==> src/rtl/mult16_seq.sv <==
// Sequential 16x16 shift-and-add multiplier (signed/unsigned) built around one FullAdder16.
// Latency 16 clocks from accept, or 18 when the result is negated.
// A start seen while busy is dropped; the caller must wait for busy=0 before issuing.

// 16-bit ripple-carry adder shared by every arithmetic step of the multiplier.
module FullAdder16 (
  input  logic [15:0] a,
  input  logic [15:0] b,
  input  logic        cin,
  output logic [15:0] sum,
  output logic        cout
);

  logic [16:0] c;

  assign c[0] = cin;

  // One full-adder cell per bit, carry rippling upward.
  for (genvar i = 0; i < 16; i++) begin : g_bit
    assign sum[i] = a[i] ^ b[i] ^ c[i];
    assign c[i+1] = (a[i] & b[i]) | (a[i] & c[i]) | (b[i] & c[i]);
  end

  assign cout = c[16];

endmodule

module mult16_seq (
  input  logic        clk,
  input  logic        rst_n,
  input  logic        start,
  input  logic        signed_en,
  input  logic [15:0] a,
  input  logic [15:0] b,
  output logic        busy,
  output logic        done,
  output logic [31:0] product,
  output logic        overflow
);

  typedef enum logic [2:0] {
    IDLE,
    CALC,
    NEG_LO,
    NEG_HI,
    DONE
  } state_t;

  state_t      state;
  state_t      state_next;

  logic [31:0] p;         // working register: accumulator high half, multiplier low half
  logic [15:0] mag_a;     // unsigned magnitude of the multiplicand
  logic        neg;       // result must be two's-complement negated at the end
  logic        sgn;       // mode latched at accept, used for the overflow rule
  logic [3:0]  cnt;       // CALC iteration index
  logic        carry;     // carry from NEG_LO into NEG_HI

  logic [15:0] add_a;
  logic [15:0] add_b;
  logic        add_cin;
  logic [15:0] add_sum;
  logic        add_cout;
  logic [31:0] p_step;

  // Magnitude without an adder: -x flips every bit above the lowest set bit.
  // 0x8000 maps to itself, which is the wanted unsigned magnitude.
  function automatic logic [15:0] mag16(input logic [15:0] x, input logic en);
    logic [15:0] r;
    logic        seen;
    seen = 1'b0;
    r    = '0;
    for (int i = 0; i < 16; i++) begin
      r[i] = x[i] ^ seen;
      seen = seen | x[i];
    end
    return (en && x[15]) ? r : x;
  endfunction

  // Overflow: the 32-bit result is not representable in 16 bits of the chosen mode.
  function automatic logic ovf32(input logic [31:0] v, input logic s);
    return s ? (v[31:16] != {16{v[15]}}) : (v[31:16] != 16'h0000);
  endfunction

  FullAdder16 u_add (
    .a    (add_a),
    .b    (add_b),
    .cin  (add_cin),
    .sum  (add_sum),
    .cout (add_cout)
  );

  // One shift-and-add iteration: add multiplicand when the multiplier LSB is set, then shift right.
  assign p_step = p[0] ? {add_cout, add_sum, p[15:1]} : {1'b0, p[31:1]};

  // State register.
  always_ff @(posedge clk) begin
    if (!rst_n) state <= IDLE;
    else        state <= state_next;
  end

  // Next-state logic, handshake outputs and adder operand steering.
  always_comb begin
    state_next = state;
    busy       = (state != IDLE);
    done       = 1'b0;
    add_a      = '0;
    add_b      = '0;
    add_cin    = 1'b0;
    case (state)
      IDLE: begin
        if (start) state_next = CALC;
      end
      CALC: begin
        add_a = p[31:16];
        add_b = mag_a;
        if (cnt == 4'd15) state_next = neg ? NEG_LO : DONE;
      end
      NEG_LO: begin
        add_a      = ~p[15:0];
        add_cin    = 1'b1;
        state_next = NEG_HI;
      end
      NEG_HI: begin
        add_a      = ~p[31:16];
        add_cin    = carry;
        state_next = DONE;
      end
      DONE: begin
        done       = 1'b1;
        state_next = IDLE;
      end
      default: state_next = IDLE;
    endcase
  end

  // Operand capture, iteration, negation and result registers.
  always_ff @(posedge clk) begin
    if (!rst_n) begin
      p        <= '0;
      mag_a    <= '0;
      neg      <= 1'b0;
      sgn      <= 1'b0;
      cnt      <= '0;
      carry    <= 1'b0;
      product  <= '0;
      overflow <= 1'b0;
    end else begin
      case (state)
        IDLE: begin
          if (start) begin
            mag_a <= mag16(a, signed_en);
            p     <= {16'h0000, mag16(b, signed_en)};
            neg   <= signed_en & (a[15] ^ b[15]);
            sgn   <= signed_en;
            cnt   <= '0;
            carry <= 1'b0;
          end
        end
        CALC: begin
          p   <= p_step;
          cnt <= cnt + 4'd1;
          if (cnt == 4'd15 && !neg) begin
            product  <= p_step;
            overflow <= ovf32(p_step, sgn);
          end
        end
        NEG_LO: begin
          p[15:0] <= add_sum;
          carry   <= add_cout;
        end
        NEG_HI: begin
          p[31:16] <= add_sum;
          product  <= {add_sum, p[15:0]};
          overflow <= ovf32({add_sum, p[15:0]}, sgn);
        end
        default: ;
      endcase
    end
  end

endmodule
==> config.mk <==
export PLATFORM = sky130hd
export DESIGN_NAME = mult16_seq
export DESIGN_NICKNAME = d
export VERILOG_FILES = /design/src/rtl/mult16_seq.sv
export SDC_FILE = /design/constraint.sdc
export NUM_CORES = 1
export LEC_CHECK = 0
export ABC_AREA = 1
export CORE_MARGIN = 3
export CORE_UTILIZATION = 50
export DETAILED_ROUTE_END_ITERATION = 8
export PLACE_DENSITY = 0.75
export SLEW_MARGIN = 20
export SYNTH_ARGS = -nofsm -noshare
export SYNTH_HDL_FRONTEND = slang
export SYNTH_SLANG_ARGS = --single-unit
==> constraint.sdc <==
create_clock -name clk -period 11.9 [get_ports clk]
set_input_delay 2.38 -clock clk [delete_from_list [all_inputs] [get_ports clk]]
set_output_delay 2.38 -clock clk [all_outputs]
set_load 0.1 [all_outputs]
==> summary.txt <==
reg2reg end: overflow$_SDFFE_PN0P_
clock-pin slew on the worst setup and hold paths: 60 ps
Slew headroom: 34.7%
total CTS buffers: 9
Hold Path End: carry$_SDFFE_PN0P_
drt pass-1 iters: 5
worst-skew pair later-pin latency: 350 ps
Hold Path Stages: 2
Max Slew Vio Count: 0
GRT Util Overall: 26.5%
min setup slack post-route: 2610 ps
met1 Use GR: 34.2%
hold violation count in the final report: 0
Seq/Total Area, Yosys: 31.6%
post-synthesis net count: 920
vias in the first global route: 5,458
wire length of the first global-routing pass: 27.3 mm
placed cell count: 1,000
# nets final: 952
Final Skew: 6.47 ps
Synth Register Bits: 91
Die Y: 113 µm
Vias/cell: 5.80
Post-synth top flop: dfxtp_1
htree depth: 3
path depth of the worst reg2reg path: 32
post-route non-filler standard cell count: 1,016
min-delay src: carry$_SDFFE_PN0P_
CTS tree: yes
Required @ worst endpoint: 12,130 ps
Tcrit/Tclk final: 78.1%
fmax: 108 MHz
Die X: 113 µm
CP max stage delay: 720 ps
area of the multi-input gates: 3350 µm²
final setup fails: 0
critical path class: reg -> reg
setup_tns: 0 ps
met3 usage: 4.92%
grt total ovfl: 0
Post-DP HPWL: 12.3 mm
largest net degree at the start of global routing: 57
Routed WL per cell: 16.6 µm
RSZ-0062 raised after global routing: no
IO Pins: 71
post-synthesis cell type count: 36
critical path's slowest cell: inv_2
CTS Hold Buffers Added: 0
Initial Util: 52.2%
post-CTS setup buffer count: 0
endpoint class of the critical path: flip-flop
commonest non-fill, non-tap cell in the layout: nand2_1
pwr dens: 107 nW/µm²
DP Worst Slack: 2650 ps
Hold Slack: 463 ps
initial antenna violation count: 0
P_leak: 2.81 nW
Max Cap Viol: 0
1st-iter DRT viols: 587
Critical Path AT: 9520 ps
commonest cells after routing, fill and taps aside: nand2_1, dfxtp_1, inv_1
port buffer count: 70
Worst-Margin Slew: 977 ps
met2 Usage GRT: 44.0%
DRC Markers: 0
Post-Syn Area: 5760 µm²
Rows: 38
Syn Area/Cell: 6.86 µm²
Crit Path Max Fanout: 51
status: finished clean
CTS root buffer: clkbuf_16
Reg area: 1820 µm²
grt peak-use layer: met2
YS warnings: 0
clk sinks: 91
Vias: 5,897
CTS resizes: 0
Period minus WS final: 9290 ps
GPL Wtd Cong: 0.919
total length of routed wires: 16.9 mm
Tightest Hold Check Type: reg -> reg
Fillers: 1,061
Max IR drop VDD: 0.0000899 V
Critical Path Most Common Cell: fa_1
DRT antenna net count: 0
n_diodes: 0
Startpoint Class: flip-flop
EDFF count, synth: 0
layout cells sized above 1: 3.65%
reg-to-reg slack, setup: 2610 ps
Core Region: 11,000 µm²
DIE AREA: 12,800 µm²
Post-Synthesis Cells: 839
Area growth syn-to-layout: 16.1%
Worst R2R Start: state[1]$_SDFFE_PN0P_
asr flop ratio synth: 0%
Clock Path Buffers: 2
==> registers in the layout, summed over array words and instances, names as in the netlist, 3 cells and up <==
| name | cells |
|---|---|
| cnt | 4 |
| mag_a | 16 |
| state | 3 |
| p | 32 |
| product | 32 |
==> worst max path at each step <==
stage / startpoint / endpoint / slack [ps] / cells past startpoint
final: state[1]$_SDFFE_PN0P_ / overflow$_SDFFE_PN0P_ / 2610 / 32
after global routing: state[1]$_SDFFE_PN0P_ / overflow$_SDFFE_PN0P_ / 2050 / 32
after CTS: state[1]$_SDFFE_PN0P_ / overflow$_SDFFE_PN0P_ / 2600 / 32
after detailed placement: state[1]$_SDFFE_PN0P_ / overflow$_SDFFE_PN0P_ / 2650 / 32
after global placement: state[1]$_SDFFE_PN0P_ / overflow$_SDFFE_PN0P_ / 2790 / 32
after floorplan: state[1]$_SDFFE_PN0P_ / overflow$_SDFFE_PN0P_ / 3560 / 35
==> per-layer routing <==
metal,share of wire (%),routed length (µm)
met1,43,7320
met2,46,7780
met3,7.4,1240
met4,3.1,520
met5,0,0
==> final cells by class <==
| type | instances | share of cell area, % |
|---|---|---|
| multi-input cells | 602 | 50.1 |
| flip-flops and latches | 91 | 27.2 |
| repair buffers | 75 | 11.0 |
| inverters | 92 | 5.16 |
| clock buffers | 14 | 3.65 |
| well taps | 140 | 2.62 |
| clock inverters | 2 | 0.187 |
==> metrics by stage <==
stage	util [%]	power (mW)	cell area [µm²]
final	60.6	0.718	6690
after global routing	60.6	0.752	6690
after CTS	60.6	0.722	6690
after detailed placement	58.3	0.468	6430
after global placement	58.3	0.465	6430
after floorplan	-	0.426	5760
==> cell usage after synthesis (2+ instances only) <==
cell,count,area (µm²)
o211ai_1,10,75.1
a221oi_1,4,35.0
o21bai_1,2,15.0
clkbuf_1,24,90.1
nand2_1,212,796
a21oi_1,71,355
a311oi_1,3,26.3
nand3_1,49,245
o2111ai_1,7,61.3
nand4_1,5,31.3
dfxtp_1,91,1820
buf_2,22,110
a211oi_1,7,52.6
o22ai_1,16,100
o21ai_1,20,100
ha_1,29,363
nor2_1,63,236
buf_1,5,18.8
a31oi_1,34,213
nor3_1,6,30.0
inv_2,7,26.3
o221ai_1,5,43.8
nand2_2,3,18.8
inv_1,85,319
nor2_2,2,12.5
buf_4,3,22.5
fa_1,16,320
o21ai_0,30,150
==> worst max-delay path, delay by kind of cell, from the launching register on <==
kind / cells / cell delay (ps)
fa+ha+maj: 15 / 6240
buf+inv: 6 / 1070
simple gates: 7 / 1000
compound gates: 4 / 490
flops: 1 / 330
==> kinds of logic (layout without fill, tap and decap cells) <==
group | count (synthesis) | count (layout) | share of synthesized area, %
AO/OA/AOI/OAI | 211 | 211 | 21.6
AND/OR/NAND/NOR | 345 | 345 | 24.6
flip-flops | 91 | 91 | 31.6
buffers and inverters | 146 | 183 | 10.2
adder cells (fa/ha/maj) | 45 | 45 | 11.9
XOR/XNOR | 1 | 1 | 0.152
==> power by group <==
group | switching [mW] | leakage (nW) | internal, mW
Combinational | 0.0859 | 1.95 | 0.0454
Sequential | 0.0153 | 0.740 | 0.317
Clock | 0.112 | 0.121 | 0.142
Total | 0.214 | 2.81 | 0.504
No activity file was read; power rests on OpenSTA's default activity.
